===== config.mk =====
export PLATFORM = sky130hd
export DESIGN_NAME = fact_ctrl
export DESIGN_NICKNAME = d
export VERILOG_FILES = /design/src/rtl/fact_ctrl.sv
export SDC_FILE = /design/constraint.sdc
export NUM_CORES = 1
export LEC_CHECK = 0
export ABC_AREA = 0
export CORE_MARGIN = 1
export CORE_UTILIZATION = 30
export CTS_CLUSTER_DIAMETER = 80
export DETAILED_ROUTE_END_ITERATION = 8
export SLEW_MARGIN = 20
export SYNTH_ARGS = -nofsm -noshare
export SYNTH_HDL_FRONTEND = slang
export SYNTH_SLANG_ARGS = --single-unit

===== constraint.sdc =====
create_clock -name clk -period 7.8 [get_ports clk]
set_input_delay 1.95 -clock clk [delete_from_list [all_inputs] [get_ports clk]]
set_output_delay 1.95 -clock clk [all_outputs]
set_load 0.03 [all_outputs]

===== src/rtl/fact_ctrl.sv =====
// fact_ctrl: sequencing controller and datapath for the factorial accelerator.
// Accepts a start pulse with operand n and computes n! iteratively. It uses a
// down-counter and a multiply-accumulate register. It reports busy/done/err
// status and holds the last result for the read mux.
// Optional feature macro: FACT_IRQ_EN adds an irq output and an irq_clr input.
module fact_ctrl #(
    parameter int NW   = 4,
    parameter int RW   = 32,
    parameter int NMAX = 12
) (
    input  logic          clk,
    input  logic          rst_n,
    input  logic          start,
`ifdef FACT_IRQ_EN
    input  logic          irq_clr,
    output logic          irq,
`endif
    input  logic [NW-1:0] n,
    output logic          busy,
    output logic          done,
    output logic          err,
    output logic [RW-1:0] result
);

    typedef enum logic {
        IDLE = 1'b0,
        RUN  = 1'b1
    } state_t;

    localparam logic [NW-1:0] NMAX_N = NW'(NMAX);
    localparam logic [NW-1:0] ONE_N  = NW'(1);

    state_t        state_q;
    logic [NW-1:0] cnt_q;
    logic [RW-1:0] prod_q;
    logic          busy_q;
    logic          done_q;
    logic          err_q;
    logic [RW-1:0] result_q;
    logic [RW-1:0] prod_d;

`ifdef FACT_IRQ_EN
    logic irq_q;
    logic irqSet_d;

    // Raise irq exactly when done goes from 0 to 1, on either completion path
    always_comb begin
        irqSet_d = 1'b0;
        if (!done_q) begin
            if (state_q == IDLE && start && n > NMAX_N) begin
                irqSet_d = 1'b1;
            end else if (state_q == RUN && cnt_q <= ONE_N) begin
                irqSet_d = 1'b1;
            end
        end
    end

    // irq is sticky until cleared; a simultaneous set takes priority over clear
    always_ff @(posedge clk or negedge rst_n) begin
        if (!rst_n) begin
            irq_q <= 1'b0;
        end else if (irqSet_d) begin
            irq_q <= 1'b1;
        end else if (irq_clr) begin
            irq_q <= 1'b0;
        end
    end

    assign irq = irq_q;
`endif

    // Single-cycle multiplier; only the low RW bits are kept
    always_comb begin
        prod_d = prod_q * RW'(cnt_q);
    end

    // Control FSM with registered status and result outputs
    always_ff @(posedge clk or negedge rst_n) begin
        if (!rst_n) begin
            state_q  <= IDLE;
            cnt_q    <= '0;
            prod_q   <= '0;
            busy_q   <= 1'b0;
            done_q   <= 1'b0;
            err_q    <= 1'b0;
            result_q <= '0;
        end else begin
            case (state_q)
                IDLE: begin
                    if (start) begin
                        if (n > NMAX_N) begin
                            err_q    <= 1'b1;
                            done_q   <= 1'b1;
                            result_q <= '0;
                        end else begin
                            cnt_q    <= n;
                            prod_q   <= RW'(1);
                            busy_q   <= 1'b1;
                            done_q   <= 1'b0;
                            err_q    <= 1'b0;
                            result_q <= '0;
                            state_q  <= RUN;
                        end
                    end
                end
                RUN: begin
                    if (cnt_q > ONE_N) begin
                        prod_q <= prod_d;
                        cnt_q  <= cnt_q - ONE_N;
                    end else begin
                        result_q <= prod_q;
                        done_q   <= 1'b1;
                        busy_q   <= 1'b0;
                        state_q  <= IDLE;
                    end
                end
                default: begin
                    state_q <= IDLE;
                end
            endcase
        end
    end

    assign busy   = busy_q;
    assign done   = done_q;
    assign err    = err_q;
    assign result = result_q;

endmodule

# After elaboration in Yosys (flattened, before gate mapping)
# Cells that the tools add are included.
op_classes:
  n_addsub: 1
  n_mul: 1
  magnitude_cmp: 2
  eq_ne: 4
  muxes: 23
  bitwise_logic: 1
  n_reduce_logical: 4
op_table:
  columns: ["cell", "count"]
  rows:
  - ["two-way mux 32 bit", 5]
  - ["case mux 32 bit (2 select lines)", 2]
  - ["multiplier 32 x 4 -> 32 bit", 1]
  - ["two-way mux 4 bit", 3]
  - ["two-way mux 1 bit", 9]
  - ["case mux 4 bit (2 select lines)", 1]
  - ["!= test 2 bit, second input constant", 3]
  - ["case mux 1 bit (2 select lines)", 3]
  - ["AND reduction 3 bit", 2]
  - ["> comparator 4 x 1 -> 1 bit, second input constant", 1]
  - ["> comparator 4 bit, second input constant", 1]
  - ["AND reduction 2 bit", 2]
  - ["subtractor 4 x 1 -> 4 bit, second input constant", 1]
  - ["!= test 2 x 1 -> 1 bit, second input constant", 1]
  - ["NOT 1 bit", 1]
word_totals:
  regBits: 72
  input_bits: 7
  out_inout_bits: 35
  elab_cells: 43

# Depth between registers and ports, before layout
depth:
  depth_word: 4
  depth_mapped: 17
  mapped_depth_nobuf: 13

# Least setup slack after synthesis
# No wires, ideal clock.
synth_timing:
  kind: "register to register"
  from: "reg cnt_q[3]"
  to: "reg prod_q[22]"
  setup_ns: 0.129
  t_arrival_ns: 3.778
  required_time_ns: 7.671
  slack_ns: 3.893
  path_stages_with_launch: 15
  n_path_buf: 2
  synth_period_minus_slack_ns: 3.907
  path_cell_list: "dfrtp_1 > clkbuf_1 > clkbuf_1 > nand2_1 > fa_1 > fa_1 > inv_1 > fa_1 > a211oi_2 > o21ai_2 > a211o_4 > a41o_4 > a21oi_4 > xor2_1 > o21ai_1"
synth_between:
  elab_chain_cells: 3
  word_cells_on_any_way: 6
  classes_between: "mul: 1; order compare: 1; eq/ne: 1; mux: 2; reduce/logical: 1"
synth_rtl:
  columns: ["element", "line_no", "rtl"]
  rows:
  - ["from (decl)", "34", "logic [NW-1:0] cnt_q;"]
  - ["from (signal assigned)", "96", "cnt_q <= n;"]
  - ["from (signal assigned)", "109", "cnt_q <= cnt_q - ONE_N;"]
  - ["multiplier 32 x 4 -> 32 bit / > comparator 4 x 1 -> 1 bit (equally long branches)", "74, 107", null]
  - ["two-way mux 32 bit / != test 2 x 1 -> 1 bit (equally long branches)", null, null]
  - ["case mux 32 bit (2 select lines) / AND reduction 3 bit (equally long branches)", null, null]
  - ["to (signal assigned)", "108", "prod_q <= prod_d;"]
  - ["to (decl)", "35", "logic [RW-1:0] prod_q;"]
# Several ways; a longest one is shown, not always the timed one. The select of a mux whose other input is x is not followed.
# A chain may end at the register's enable or synchronous reset.

# Worst setup path after layout
layout_timing:
  from: "reg cnt_q[1]"
  to: "reg prod_q[22]"
# Same word-level chain as after synthesis.

==> flow_summary.yaml <==
outcome:
  outcome: "complete, no violations"
sta:
  drv_slew: 0
  hold_viol: 0
  tightest_slew_ps: 1080
  max_freq_ghz: 0.228
  rsz0062_at_grt: "no"
  fin_setup_tns_ps: 0
  relSlewSlack_pct: 28.2
  fin_crit_sh_pct: 56.3
  finalCriticalPeriod_ps: 4390
  finClkSkew_ps: 10.5
  setup_viol: 0
critical_path:
  cp.required_ps: 8040
  reg2reg_slack_ps: 3410
  start_kind: "register"
  cp-end-kind: "register"
  worstPathMaxFanout: 34
  crit_arrival_ps: 4630
  critPathKind: "register to register"
logic_synthesis:
  synthesis.area_sq_um: 6600
  synth-xor-area-share_pct: 3.58
  syn_avg_cell_area_sq_um: 8.86
  yosysUniqueCellTypes: 56
  synth_top_family_by_area: "adder cells"
  syn_nets: 843
  synth_area_leaders: "dfrtp_1, fa_1, and2_1, inv_1, ha_1"
  async_reset_ff_share_pct: 100
  synth_edf_count: 0
  synth_top_area_share_pct: 27.3
  synth_most_common_cell: "inv_1"
  ys_warn_count: 0
  synth.largest_area_cell: "dfrtp_1"
  synthAdderAreaFrac_pct: 23.7
  ys.flop_type: "dfrtp_1"
  synth_compound_area_share_pct: 18.2
  ys_ff_latch: 72
  netlist_top_cells_count: "inv_1, and2_1, nand2_1"
  synthSimpleGateAreaFrac_pct: 17.5
  synth.area.mux_share_pct: 0.303
  synth_cells: 745
  ys_seq_area_share_pct: 27.3
hold_path:
  hp-class: "register to register"
global_routing:
  grt_pass1_wl_um: 27800
  grt_pass1_vias: 5409
  grt.met3_usage_pct: 2.76
  grt_max_degree: 73
  gr-usage-met2_pct: 24.9
  overflow: 0
  grt_usage_pct: 15.9
  grt_use_met1_pct: 21.3
  antenna_found_initial: 0
  grt-busiest-layer: "met2"
cts:
  clock_sinks: 72
  post_cts_buffers: 0
  numCtsBuffers: 9
  worstSkewPairLatency_ps: 360
  cts.hold.buffers_added: 0
  clock_path_buffers: 2
  path_clk_slew_ps: 60
  cts_root_buf: "clkbuf_16"
  cts_tree: "built"
  h-tree-depth: 3
  ctsResizeCount: 0
drt:
  dr.pass1.iters: 4
  initialDrtViolationCount: 274
  drc: 0
  routed_wl_um: 16100
  viasPerCell: 4.87
  ant_nets: 0
  vias: 5109
  avgRoutedWirePerCell_um: 15.3
job:
  drv_cap: 0
placed_design:
  io_buffers: 41
  hpwl_um: 11300
  dp_cells: 1032
  place.gp.congestion: 0.850
  place_area_sq_um: 7270
floorplan:
  dieWidth_um: 150
  chipHeight_um: 150
  start_util_pct: 31.0
  core_area_sq_um: 21300
  die_area_sq_um: 22600
  rows: 53
  boundaryPins: 42
cells_and_area:
  diodes: 0
  finalNetCount: 867
  finalNonFillerCells: 1049
  finish.instance_area_sq_um: 7620
  drive_gt1_share_pct: 5.43
  area_growth_pct: 15.5
-- worst max-delay path, stage by stage, from the launching register on --
cell	delay, ps
dfrtp_1	1050
nand2_1	160
fa_1	510
fa_1	540
inv_1	60
fa_1	490
a211oi_2	250
o21ai_2	120
a211o_4	370
a41o_4	310
a21oi_4	170
xor2_1	160
o21ai_1	70
-- cell families (layout without fill, tap and decap cells) --
logic type               Yosys count  count (layout)
AND/OR/NAND/NOR                  223             223
multiplexers                       2               2
buffers and inverters            159             188
AO/OA/AOI/OAI                    171             171
flip-flops                        72              72
XOR/XNOR                          27              27
adder cells (fa/ha/maj)           91              91
-- layer usage --
layer | up-vias | wire length [um]
li1 | 2494 | -
met5 | - | 0
met4 | 0 | 329
met1 | 2508 | 7840
met3 | 21 | 707
met2 | 86 | 7220
-- per-stage QoR --
step | utilization, % | setup slack (ps) | hold WS [ps]
floorplan | - | 3890 | 472
global placement | 34.2 | 3360 | 474
detailed placement | 34.2 | 3250 | 479
CTS | 35.7 | 3240 | 494
global route | 35.8 | 3090 | 515
finish | 35.8 | 3410 | 487
-- final cells by class --
class | instances | area (sq um)
Sequential cell | 72 | 1800
Fill cell | 2146 | 13700
Inverter | 124 | 465
Multi-Input combinational cell | 514 | 4210
Clock buffer | 11 | 243
Tap cell | 275 | 344
Timing Repair Buffer | 48 | 480
Clock inverter | 5 | 80.1
-- worst paths after layout --
path | from | to | depth (start not counted)
setup reg to reg | cnt_q[1]$_DFFE_PN0P_ | prod_q[22]$_DFFE_PN0P_ | 12
hold reg to reg | err$_DFFE_PN0P_ | err$_DFFE_PN0P_ | 1
hold / removal | err$_DFFE_PN0P_ | err$_DFFE_PN0P_ | 1
min in group asynchronous | rst_n | result[11]$_DFFE_PN0P_ | 1
max in group asynchronous | rst_n | cnt_q[3]$_DFFE_PN0P_ | 2
setup / recovery | cnt_q[1]$_DFFE_PN0P_ | prod_q[22]$_DFFE_PN0P_ | 12
-- cells in the final DEF (no fill, tap or decap), types with 15 or more instances in the layout --
master           count
and2_1              87
ha_1                34
a21oi_1             30
clkdlybuf4s50_1     40
o21ai_0             37
dfrtp_1             71
xnor2_1             15
nand2_1             81
inv_1              124
a22o_1              35
fa_1                57
-- registers in the layout (all words and copies together), names as in the netlist --
| register | flops |
|---|---|
| busy | 1 |
| state_q | 1 |
| cnt_q | 4 |
| err | 1 |
| done | 1 |
| result | 32 |
| prod_q | 32 |
Power is not shown: default switching activity piles up to over one toggle a cycle in this logic, so the estimate is an artifact.
